[config.mk]
export PLATFORM = sky130hd
export DESIGN_NAME = cache_fill_ctrl
export DESIGN_NICKNAME = d
export VERILOG_FILES = /design/src/rtl/cache_fill_ctrl.sv
export SDC_FILE = /design/constraint.sdc
export NUM_CORES = 1
export LEC_CHECK = 0
export ABC_AREA = 1
export CELL_PAD_IN_SITES_DETAIL_PLACEMENT = 0
export CELL_PAD_IN_SITES_GLOBAL_PLACEMENT = 2
export CORE_ASPECT_RATIO = 1.4
export CORE_MARGIN = 4
export CORE_UTILIZATION = 21
export DETAILED_ROUTE_END_ITERATION = 10
export GPL_ROUTABILITY_DRIVEN = 0
export HOLD_SLACK_MARGIN = 0.03
export PLACE_DENSITY_LB_ADDON = 0.3
export SYNTH_ARGS = -nofsm -noshare
export SYNTH_HDL_FRONTEND = slang
export SYNTH_SLANG_ARGS = --single-unit
[constraint.sdc]
create_clock -name clk -period 2.07 [get_ports clk]
set_input_delay 0.414 -clock clk [delete_from_list [all_inputs] [get_ports clk]]
set_output_delay 0.414 -clock clk [all_outputs]
set_load 0.005 [all_outputs]
[src/rtl/cache_fill_ctrl.sv]
// Cache miss handler: streams an 8-word block from pipelined memory into the
// cache data array, then writes the tag and drops the pipeline stall.
module cache_fill_ctrl #(
   parameter int WORDS_PER_BLOCK = 8,
   parameter int ADDR_W          = 16
) (
   input  logic              clk,
   input  logic              rst,
   input  logic              miss_detected,
   input  logic [ADDR_W-1:0] miss_address,
   input  logic              memory_data_valid,
   input  logic [15:0]       memory_data,
   output logic              fsm_busy,
   output logic              mem_read_en,
   output logic [ADDR_W-1:0] memory_address,
   output logic              write_data_array,
   output logic              write_tag_array,
   output logic [ADDR_W-1:0] cache_address,
   output logic [15:0]       cache_data,
   output logic              fill_done
);

   localparam int CNT_W = $clog2(WORDS_PER_BLOCK + 1);
   localparam logic [CNT_W-1:0]  N_WORDS  = CNT_W'(WORDS_PER_BLOCK);
   localparam logic [CNT_W-1:0]  LAST     = CNT_W'(WORDS_PER_BLOCK - 1);
   localparam logic [ADDR_W-1:0] OFF_MASK = ADDR_W'(2 * WORDS_PER_BLOCK - 1);

   localparam logic [1:0] IDLE = 2'd0;
   localparam logic [1:0] FILL = 2'd1;
   localparam logic [1:0] TAG  = 2'd2;

   logic [1:0]        state;
   logic [ADDR_W-1:0] base;
   logic [CNT_W-1:0]  req_cnt;
   logic [CNT_W-1:0]  rcv_cnt;
   logic              rst_dly;
   logic              req_act;
   logic              rcv_act;
   logic              quiet;
   logic [ADDR_W-1:0] req_off;
   logic [ADDR_W-1:0] rcv_off;

   assign req_act = (state == FILL) && (req_cnt < N_WORDS);
   assign rcv_act = (state == FILL) && memory_data_valid && (rcv_cnt < N_WORDS);
   assign req_off = ADDR_W'({req_cnt, 1'b0});
   assign rcv_off = ADDR_W'({rcv_cnt, 1'b0});
   // Outputs stay silent during reset and for one cycle after release.
   assign quiet   = rst || rst_dly;

   always_ff @(posedge clk or posedge rst) begin
      if (rst) begin
         state   <= IDLE;
         base    <= '0;
         req_cnt <= '0;
         rcv_cnt <= '0;
         rst_dly <= 1'b1;
      end else begin
         rst_dly <= 1'b0;
         case (state)
            IDLE: begin
               if (miss_detected && !rst_dly) begin
                  state   <= FILL;
                  base    <= miss_address & ~OFF_MASK;
                  req_cnt <= '0;
                  rcv_cnt <= '0;
               end
            end
            FILL: begin
               if (req_act) req_cnt <= req_cnt + 1'b1;
               if (rcv_act) begin
                  rcv_cnt <= rcv_cnt + 1'b1;
                  if (rcv_cnt == LAST) state <= TAG;
               end
            end
            TAG:     state <= IDLE;
            default: state <= IDLE;
         endcase
      end
   end

   always_comb begin
      fsm_busy         = 1'b0;
      mem_read_en      = 1'b0;
      memory_address   = '0;
      write_data_array = 1'b0;
      write_tag_array  = 1'b0;
      cache_address    = '0;
      cache_data       = '0;
      fill_done        = 1'b0;
      if (!quiet) begin
         case (state)
            IDLE: fsm_busy = miss_detected;
            FILL: begin
               fsm_busy      = 1'b1;
               cache_address = base;
               if (req_act) begin
                  mem_read_en    = 1'b1;
                  memory_address = base + req_off;
               end
               if (rcv_act) begin
                  write_data_array = 1'b1;
                  cache_address    = base + rcv_off;
                  cache_data       = memory_data;
               end
            end
            TAG: begin
               fsm_busy        = 1'b1;
               write_tag_array = 1'b1;
               fill_done       = 1'b1;
               cache_address   = base;
            end
            default: ;
         endcase
      end
   end

endmodule

==> summary.txt <==
Status
  – Status: finished, violations left
  – Violated checks: setup timing

Critical path
  – Crit Reg-Reg Startpoint: state[0]$_DFFE_PP0P_
  – Critical path type: flop to output port
  – CP Launch Type: flop
  – Worst reg2reg endpoint: base[6]$_DFFE_PP0P_
  – Worst Setup SP: state[1]$_DFFE_PP0P_
  – CP Capture Type: output port
  – Critical path data required time: 1.66 ns
  – CP max FO: 3
  – Data arrival, critical path: 1.80 ns
  – FF-to-FF path depth: 7
  – R2r setup slk: 0.33 ns

Global routing
  – Largest net degree at the start of global routing: 22
  – Initial antenna violation count: 0
  – GRT Total Usage: 0.1464
  – First-pass GRT wire length: 12,940 um
  – Vias in the first global route: 2,672
  – Remaining Overflow, GRT: 0

Synthesis
  – Synth Area in Compound Gates: 0.1529
  – Post-Synth Simple-Gate Area: 0.3622
  – Fraction of synthesized cell area in xor and xnor cells: 0.004386
  – Ys Warns: 0
  – Most frequent cells after synthesis: nand2_1, nor2_1, a21oi_1, inv_1, dfrtp_1
  – Distinct cells, synth: 35
  – Largest cells by area after synthesis: dfrtp_1, nand2_1, nor2_1
  – Top_reg_cell synth: dfrtp_1
  – Mux cell area share after synthesis: 0.01692
  – Largest family of logic cells by synthesized area: simple AND/OR/NAND/NOR gates
  – Synth top area share: 0.2757
  – Async S/R FF share, synth: 1.000
  – EDFF count, synth: 0
  – Synthesized cell area: 1997 sq um
  – Sequential fraction of the synthesis area: 0.2888
  – Syn_area_per_cell: 6.442 sq um
  – Yosys reg bits: 23
  – Most instantiated library cell after synthesis: nand2_1
  – Area leader, netlist: dfrtp_1
  – Synth Area in Adders: 0.06892
  – Synth Instances: 310

Final layout
  – Post-layout instance area: 4021 sq um
  – Nets: 516
  – Share of cells above drive strength 1: 0.5214
  – Final non-filler cell total: 575
  – Area grow syn2layout: 101.4%
  – Number of fill cells: 971
  – Antenna cells: 0

Clock tree
  – CTS Hold Bufs: 0
  – Max H-tree Level: 1
  – CTS buffer count: 3
  – Clk Latency, worst-skew pair: 0.27 ns
  – Max clock buf depth: 2
  – # clock sinks: 23
  – CTS Root Cell: clkbuf_16
  – Clock slew at reported path FFs: 0.07 ns
  – TritonCTS clock tree: done

STA
  – Post-route setup slack: -0.1393 ns
  – Final Cycle Share: 1.067
  – Clk_skew: 0.006097 ns
  – Finish-stage setup viols: 30
  – Unrepaired setup endpoints after global routing: true
  – Pins over their slew limit: 0
  – Fmax: 452.6 MHz
  – Crit path time final: 2.209 ns
  – Fin. Hold Viols: 0

Detailed routing
  – DRT Wirelength: 8381 um
  – Vias/cell: 4.452
  – DRT Pass-1 Iters: 4
  – Final ANT Viol Nets: 0
  – DR vias: 2,560
  – DR iter-0 viols: 66
  – Wirelength per Cell: 14.58 um
  – # DRC: 0

Power and ir drop
  – Internal Power: 0.002512 W
  – Seq pwr share: 0.196
  – Logic pwr share: 0.707
  – P_sw: 0.002174 W
  – Leak pwr: 1.920 nW
  – Clock share of power: 0.097
  – P per Cell Area: 1165 nW/um^2
  – VDD IR max: 490.1 uV
  – Sw Share: 0.4639

Floorplan
  – Initial Util: 0.2187
  – Ports: 89
  – Die area: 11,160 sq um
  – Placement row count: 41
  – Die height: 123.4 um
  – Core area: 9131 sq um
  – Die span in x: 90.42 um

Placement
  – Placed wire-length estimate: 6157 um
  – Post-placement cell count: 538
  – Placement Cell Area: 3263 sq um
  – PortBufs: 82

Run
  – Max cap viols: 0

Hold path
  – HP Class: input port to async pin
-- state kept, by name, summed over array words and instances, names as in the netlist --
register and flops:
base 12, state 2, req_cnt 4, rcv_cnt 4, rst_dly 1
-- layout by cell type, fill, tap and decap left out, types with 2 or more instances in the layout --
cell / synthesis / layout
o21ai_1: 8 / 6
nand3_4: 0 / 2
nand3_1: 13 / 11
clkbuf_16: 0 / 3
ha_1: 11 / 4
a21oi_1: 30 / 22
nor3_1: 5 / 2
conb_1: 1 / 3
buf_16: 0 / 3
buf_2: 4 / 50
dlygate4sd2_1: 0 / 2
dfrtp_1: 22 / 19
nor2_4: 4 / 15
nand2_1: 74 / 46
a22oi_2: 0 / 2
buf_4: 5 / 50
nand2_4: 0 / 13
buf_6: 1 / 25
nor2_1: 58 / 46
buf_12: 0 / 3
nand2_2: 5 / 19
nor2_2: 2 / 3
dfrtp_2: 0 / 3
nand3_2: 3 / 3
clkdlybuf4s50_1: 0 / 29
o21ai_0: 11 / 3
nor3_4: 0 / 3
inv_4: 0 / 4
a21oi_2: 0 / 8
mux2_2: 2 / 2
ha_4: 0 / 7
inv_1: 29 / 24
o21ai_2: 2 / 11
inv_2: 5 / 6
-- layer usage --
| layer | GRT usage | share of wire | vias up |
|---|---|---|---|
| li1 | - | - | 1300 |
| met1 | 0.1640 | 0.39 | 1200 |
| met2 | 0.2814 | 0.55 | 44 |
| met3 | 0.01887 | 0.026 | 16 |
| met4 | 0.05556 | 0.028 | 0 |
| met5 | 0 | 0 | - |
-- power by group through the flow --
stage	Sequential [W]	Combinational [W]	Clock (W)
after floorplan	0.000807	0.00128	0
after global placement	0.000872	0.00236	0
after detailed placement	0.000872	0.00237	0
after CTS	0.000898	0.00311	0.000472
after global routing	0.000951	0.00362	0.000483
final	0.000916	0.00331	0.000455
-- cell families (layout without fill, tap and decap cells) --
logic type / Yosys count / in the layout
AOI/OAI and AO/OA: 57 / 57
xor gates and xnor gates: 1 / 1
adders and majority gates: 11 / 11
buffers and inverters: 47 / 203
DFF: 23 / 23
muxes: 3 / 3
other: 1 / 3
and+or+nand+nor: 167 / 167
-- critical path, stage by stage (launching register included) --
cell and delay (ns):
dfrtp_1 0.39, inv_2 0.08, ha_4 0.16, buf_6 0.10, buf_6 0.09, nand3_4 0.09, nor2_4 0.13, buf_6 0.12
nand2_4 0.04, nand2_2 0.05, nand2_1 0.05, a21oi_1 0.11, buf_2 0.13
-- worst max-delay path by stage --
| stage | endpoint | cells past startpoint |
|---|---|---|
| floorplan | memory_address[10] | 9 |
| finish | cache_address[12] | 12 |
| detailed placement | cache_address[14] | 8 |
| global route | cache_address[12] | 11 |
| global placement | cache_address[14] | 8 |
| CTS | cache_address[12] | 12 |
-- repair_timing --
| action | in CTS | in global routing |
|---|---|---|
| resized for setup | 301 | 77 |
| cloned | 3 | 0 |
| setup endpoints to repair | 51 | 49 |
| pin swaps | 31 | 40 |
| buffers inserted | 33 | 8 |
-- final cells by class --
class	instances	area, sq um	area share
clock buffer	3	75.07	0.01867
clock inverter	1	7.507	0.001867
inverter	35	146.4	0.03640
multi-input combinational	242	1700	0.4228
sequential	23	580.6	0.1444
tap	107	133.9	0.03329
timing repair buffer	164	1378	0.3426
-- metrics by stage --
step | utilization | hold slack (ns) | setup slack [ns] | TNS, ns | total power (W)
after floorplan | - | 0.4152 | 0.2939 | 0 | 0.002091
after global placement | 0.3574 | 0.5111 | -0.5083 | -21.29 | 0.003237
after detailed placement | 0.3574 | 0.5175 | -0.5152 | -20.90 | 0.003238
after CTS | 0.4160 | 0.3383 | -0.2213 | -4.695 | 0.004485
after global routing | 0.4404 | 0.3797 | -0.2268 | -5.660 | 0.005055
final | 0.4404 | 0.3328 | -0.1393 | -1.909 | 0.004686
Note: power is estimated with default switching activity, not from simulation.
